<file path="config.mk">
export PLATFORM = sky130hd
export DESIGN_NAME = csr_latch
export DESIGN_NICKNAME = d
export VERILOG_FILES = /design/src/rtl/csr_latch_pkg.sv /design/src/rtl/csr_latch_bit.sv /design/src/rtl/csr_latch.sv
export SDC_FILE = /design/constraint.sdc
export NUM_CORES = 1
export LEC_CHECK = 0
export ABC_AREA = 1
export BUFFER_PORTS_ARGS = -buffer_cell sky130_fd_sc_hd__buf_2
export CAP_MARGIN = 10
export CORE_AREA = 2 2 39 41
export DETAILED_ROUTE_END_ITERATION = 12
export DIE_AREA = 0 0 41 43
export HOLD_SLACK_MARGIN = 0.03
export PLACE_DENSITY_LB_ADDON = 0.2
export SYNTH_ARGS = -nofsm -noshare
export SYNTH_HDL_FRONTEND = slang
export SYNTH_HIERARCHICAL = 1
export SYNTH_SLANG_ARGS = --single-unit
export TNS_END_PERCENT = 20
</file>
<file path="constraint.sdc">
create_clock -name clk -period 1.01 [get_ports clk]
set_clock_uncertainty 0.1 [all_clocks]
set_input_delay 0.0505 -clock clk [delete_from_list [all_inputs] [get_ports clk]]
set_output_delay 0.0505 -clock clk [all_outputs]
set_load 0.03 [all_outputs]
</file>
<file path="src/rtl/csr_latch_pkg.sv">
// rtl/csr_latch_pkg.sv - shared constants and command decode for the gated SR latch bank
//
// Purpose: input encoding, reset values and the per-bit command decode used by
//          csr_latch and csr_latch_bit.
// Ports:   none (package).
package csr_latch_pkg;

  // S and R are active-low: 0 requests the action, 1 leaves the bit alone.
  localparam logic ASSERTED = 1'b0;
  localparam logic IDLE     = 1'b1;

  // Reset values.
  localparam logic RST_Q       = 1'b0;
  localparam logic RST_QBAR    = 1'b1;
  localparam logic RST_STORED  = 1'b0;
  localparam logic RST_ILLEGAL = 1'b0;
  localparam logic RST_GATE    = 1'b0;

  typedef enum logic [1:0] {
    BIT_HOLD,
    BIT_SET,
    BIT_RESET,
    BIT_FORBID
  } bit_cmd_e;

  // Closed gate holds every bit, so S/R only matter while c is high.
  function automatic bit_cmd_e decode_cmd(input logic c, input logic s, input logic r);
    bit_cmd_e cmd;
    cmd = BIT_HOLD;
    if (c) begin
      if (s == ASSERTED && r == ASSERTED) cmd = BIT_FORBID;
      else if (s == ASSERTED)             cmd = BIT_SET;
      else if (r == ASSERTED)             cmd = BIT_RESET;
    end
    return cmd;
  endfunction

endpackage

</file>
<file path="src/rtl/csr_latch_bit.sv">
// rtl/csr_latch_bit.sv - one bit of the gated SR latch bank
//
// Purpose: holds the stored bit, detects the forbidden S=R=0 case and
//          produces registered Q/Qbar with NAND-style forbidden outputs.
// Ports:
//   clk, rst_n      : clock, asynchronous active-low reset
//   c_i, s_i, r_i   : gate and active-low set/reset (already synchronized)
//   q_o, qbar_o     : registered true/complement outputs
//   forbid_o        : current inputs form the forbidden combination
module csr_latch_bit
  import csr_latch_pkg::*;
(
  input  logic clk,
  input  logic rst_n,
  input  logic c_i,
  input  logic s_i,
  input  logic r_i,
  output logic q_o,
  output logic qbar_o,
  output logic forbid_o
);

  bit_cmd_e cmd;
  logic     stored_q, stored_d;
  logic     q_q, q_d;
  logic     qbar_q, qbar_d;

  always_comb begin
    cmd      = decode_cmd(c_i, s_i, r_i);
    stored_d = stored_q;
    case (cmd)
      BIT_SET:   stored_d = 1'b1;
      BIT_RESET: stored_d = 1'b0;
      default:   stored_d = stored_q;
    endcase
    // Outside the forbidden case the outputs always reflect the stored bit,
    // which is what makes leaving the forbidden state deterministic.
    q_d    = stored_d;
    qbar_d = ~stored_d;
    if (cmd == BIT_FORBID) begin
      q_d    = 1'b1;
      qbar_d = 1'b1;
    end
  end

  always_ff @(posedge clk or negedge rst_n) begin
    if (!rst_n) begin
      stored_q <= RST_STORED;
      q_q      <= RST_Q;
      qbar_q   <= RST_QBAR;
    end else begin
      stored_q <= stored_d;
      q_q      <= q_d;
      qbar_q   <= qbar_d;
    end
  end

  assign q_o      = q_q;
  assign qbar_o   = qbar_q;
  assign forbid_o = (cmd == BIT_FORBID);

endmodule

</file>
<file path="src/rtl/csr_latch.sv">
// rtl/csr_latch.sv - bank of clocked SR latches with optional input synchronizer
//
// Purpose: WIDTH gated SR latch bits sharing one gate, with a sticky flag for
//          the forbidden S=R=0 combination.
// Ports:
//   clk, rst_n   : clock, asynchronous active-low reset
//   C            : shared gate (1 = transparent, 0 = hold)
//   S, R         : active-low set/reset per bit
//   illegal_clr  : synchronous clear of illegal
//   Q, Qbar      : latch outputs
//   illegal      : sticky forbidden-condition flag
// SYNC_STAGES must be 0, 2 or 3.
module csr_latch
  import csr_latch_pkg::*;
#(
  parameter int WIDTH       = 1,
  parameter int SYNC_STAGES = 0
) (
  input  logic             clk,
  input  logic             rst_n,
  input  logic             C,
  input  logic [WIDTH-1:0] S,
  input  logic [WIDTH-1:0] R,
  input  logic             illegal_clr,
  output logic [WIDTH-1:0] Q,
  output logic [WIDTH-1:0] Qbar,
  output logic             illegal
);

  localparam int VW = 2 * WIDTH + 1;
  localparam logic [VW-1:0] SYNC_IDLE = {RST_GATE, {WIDTH{IDLE}}, {WIDTH{IDLE}}};

  logic [VW-1:0]    raw_in;
  logic [VW-1:0]    synced;
  logic             c_s;
  logic [WIDTH-1:0] s_s, r_s;
  logic [WIDTH-1:0] forbid;
  logic             illegal_q, illegal_d;

  assign raw_in = {C, S, R};

  // C, S and R share one chain so they stay aligned through the synchronizer.
  generate
    if (SYNC_STAGES == 0) begin : g_nosync
      assign synced = raw_in;
    end else begin : g_sync
      logic [VW-1:0] sync_q [SYNC_STAGES];
      always_ff @(posedge clk or negedge rst_n) begin
        if (!rst_n) begin
          for (int i = 0; i < SYNC_STAGES; i++) sync_q[i] <= SYNC_IDLE;
        end else begin
          sync_q[0] <= raw_in;
          for (int i = 1; i < SYNC_STAGES; i++) sync_q[i] <= sync_q[i-1];
        end
      end
      assign synced = sync_q[SYNC_STAGES-1];
    end
  endgenerate

  assign c_s = synced[VW-1];
  assign s_s = synced[2*WIDTH-1:WIDTH];
  assign r_s = synced[WIDTH-1:0];

  generate
    for (genvar b = 0; b < WIDTH; b++) begin : g_bit
      csr_latch_bit u_bit (
        .clk      (clk),
        .rst_n    (rst_n),
        .c_i      (c_s),
        .s_i      (s_s[b]),
        .r_i      (r_s[b]),
        .q_o      (Q[b]),
        .qbar_o   (Qbar[b]),
        .forbid_o (forbid[b])
      );
    end
  endgenerate

  // A new forbidden event outranks a simultaneous clear.
  always_comb begin
    illegal_d = illegal_q;
    if (|forbid)          illegal_d = 1'b1;
    else if (illegal_clr) illegal_d = 1'b0;
  end

  always_ff @(posedge clk or negedge rst_n) begin
    if (!rst_n) illegal_q <= RST_ILLEGAL;
    else        illegal_q <= illegal_d;
  end

  assign illegal = illegal_q;

endmodule

</file>
==> results.py <==
metrics = {
    "routing": {
        "drt_iter0_drc": 0,
        "vias": 187,
        "via_per_inst": 3.400,
        "wl_um": 363,
        "drt_first_pass_iters": 1,
        "wl_per_cell_um": 6.600,
        "drtAntennaViolNets": 0,
        "drc": 0,
    },
    "pwr": {
        "p_per_area_nw_per_um2": 1567,
        "ir_drop_uv": 272.3,
        "power_mw": 0.5175,
        "power.leakage_nw": 0.1942,
    },
    "critical_path": {
        "endpoint_kind": "output port",
        "worstSetupPathType": "reg2out",
        "cpMaxStageDelayCell": "dfstp_2",
        "crit_start": "g_bit[0].u_bit/qbar_o$_DFF_PN1_",
        "cpPeakStageDelay_ns": 0.51,
        "required_ns": 0.86,
        "worstPathArrival_ns": 0.86,
        "startpoint_type": "flop",
        "path_cells": "buf_6",
        "rr_startpoint": "g_bit[0].u_bit/stored_q$_DFF_PN0_",
        "crit_family": "flip-flops",
        "path_max_fanout": 1,
        "crit_buf_inv": 1,
    },
    "finish": {
        "final_cell_mix": "inv_1 (7), buf_2 (7), nand2_1 (5), clkbuf_4 (3), dfrtp_1 (3)",
        "layout.nets": 48,
        "design_area_um2": 330.3,
        "layout-drive-gt1-share_pct": 46.15,
        "synthToLayoutAreaGrowth_pct": 51.72,
        "fillCellCount": 159,
        "diodes": 0,
    },
    "synth": {
        "ys_seq_area_share_pct": 46.55,
        "ys_types": 10,
        "yosys_warnings": 6,
        "synthTopCellsByArea": "dfrtp_1 (34%), dfstp_2 (12%), inv_1 (12%), ha_1 (11%), nand3_2 (9.2%)",
        "synth_cells": 25,
        "yosys_register_bits": 4,
        "netlist_area_um2": 217.7,
        "syn_nets": 33,
        "yosysTopAreaCellShare_pct": 34.48,
        "syn_area_per_cell_um2": 8.708,
        "yosysTopAreaCell": "dfrtp_1",
    },
    "job": {
        "cap_violations": 0,
    },
    "cts": {
        "post_cts_buffers": 0,
        "cts_tree": "yes",
        "root_buffer": "clkbuf_4",
        "clk_path_buf_depth": 2,
        "cts_buffers": 3,
        "path_clk_slew_ns": 0.04,
        "clock_sinks": 4,
        "clkLatencyLatePin_ns": 0.23,
        "htree_num_levels": 1,
    },
    "global_routing": {
        "grt_pass1_wl_um": 600,
        "overflow": 0,
        "grt_pass1_vias": 179,
        "grt_max_degree": 5,
        "grt_use_total_pct": 5.522,
        "grt_antenna_before_repair": 0,
    },
    "die": {
        "initial_core_util_pct": 15.73,
        "rows": 14,
        "die_height_um": 43,
        "num_io_pins": 9,
        "die-area_um2": 1763,
        "fp.dieW_um": 41,
        "core_area_um2": 1384,
    },
    "placed_design": {
        "place_congestion": 0.5362,
        "numPortBuffers": 8,
        "postPlaceCellArea_um2": 277.8,
    },
    "min_path": {
        "hp-class": "in2async",
    },
    "timing": {
        "worst_pin_slew_ns": 0.1577,
        "whs_ns": 0.04561,
        "final_hold_viol_count": 0,
        "fin_ws_ns": -0.002446,
        "drv_slew": 0,
        "finalCritPeriodShare_pct": 100.2,
        "relSlewSlack_pct": 89.45,
        "rsz0062_at_grt": "true",
        "setup_viol": 1,
        "clock.fmax_ghz": 0.9877,
        "tns_ns": -0.002446,
        "min_period_ns": 1.012,
    },
    "outcome": {
        "violations": "setup timing",
        "outcome": "finished with violations",
    },
}
-- sequential cells by signal, indices dropped and copies added (netlist names) --
register	flops
g_bit.u_bit/stored_q	1
g_bit.u_bit/qbar_o	1
illegal	1
g_bit.u_bit/q_o	1
-- power by group --
group | switching (mW) | leakage (nW) | internal (mW)
Clock | 0.0622 | 0.0150 | 0.148
Sequential | 0.00775 | 0.0503 | 0.184
Combinational | 0.0671 | 0.129 | 0.0485
Total | 0.137 | 0.194 | 0.380
-- final cells by class --
cell class | count | area [µm²] | share of cell area (%)
clock buffer | 4 | 26.28 | 7.955
inverter | 8 | 30.03 | 9.091
multi-input combinational | 13 | 86.33 | 26.14
sequential | 4 | 101.3 | 30.68
tap | 16 | 20.02 | 6.061
timing repair buffer | 10 | 66.31 | 20.08
-- layer usage --
layer | wire length [µm] | share of wire, % | up-vias | global-route usage (%)
li1 | - | - | 97 | -
met1 | 153 | 42 | 81 | 4.180
met2 | 179 | 49 | 9 | 8.438
met3 | 30 | 8.3 | 0 | 1.571
met4 | 0 | 0 | 0 | 8.000
met5 | 0 | 0 | - | 0
-- worst register-to-register path, cell delays in order, from the launching register on --
cell     delay [ns]
dfrtp_1        0.38
nand2_1        0.10
nand3_2        0.08
-- what timing repair did --
action,CTS,global route
setup endpoints to repair,1,1
hold endpoints to repair,5,0
resized for setup,2,0
cloned,0,0
hold buffers,2,0
-- kinds of logic after synthesis --
logic type,share of synthesized area (%)
DFF,46.55
and+or+nand+nor,28.16
buffers and inverters,13.79
adders and majority gates,11.49
-- stage by stage --
step	instances	setup slack (ns)	utilization, %
2_1_floorplan	25	0.1073	-
3_3_place_gp	49	-0.01120	20.07
3_5_place_dp	49	-0.03786	20.07
4_1_cts	55	-0.01563	23.87
5_1_grt	55	-0.03008	23.87
6_report	55	-0.002446	23.87
-- worst paths after layout --
kind / end / depth (start not counted) / slack (ns)
setup / recovery: Qbar / 1 / -0.002
hold / removal: g_bit[0].u_bit/q_o$_DFF_PN0_ / 2 / 0.05
setup reg to reg: g_bit[0].u_bit/q_o$_DFF_PN0_ / 2 / 0.24
hold reg to reg: illegal$_DFFE_PN0P_ / 2 / 0.36
max in group asynchronous: g_bit[0].u_bit/qbar_o$_DFF_PN1_ / 2 / 0.56
min in group clk: illegal$_DFFE_PN0P_ / 5 / 0.16
-- synth_stat cells, drive strengths merged --
library cell and instances:
nand3 2, dfstp 1, nand2 7, nor2 2, ha 2, inv 8
dfrtp 3
(Power assumes the default switching activity.)
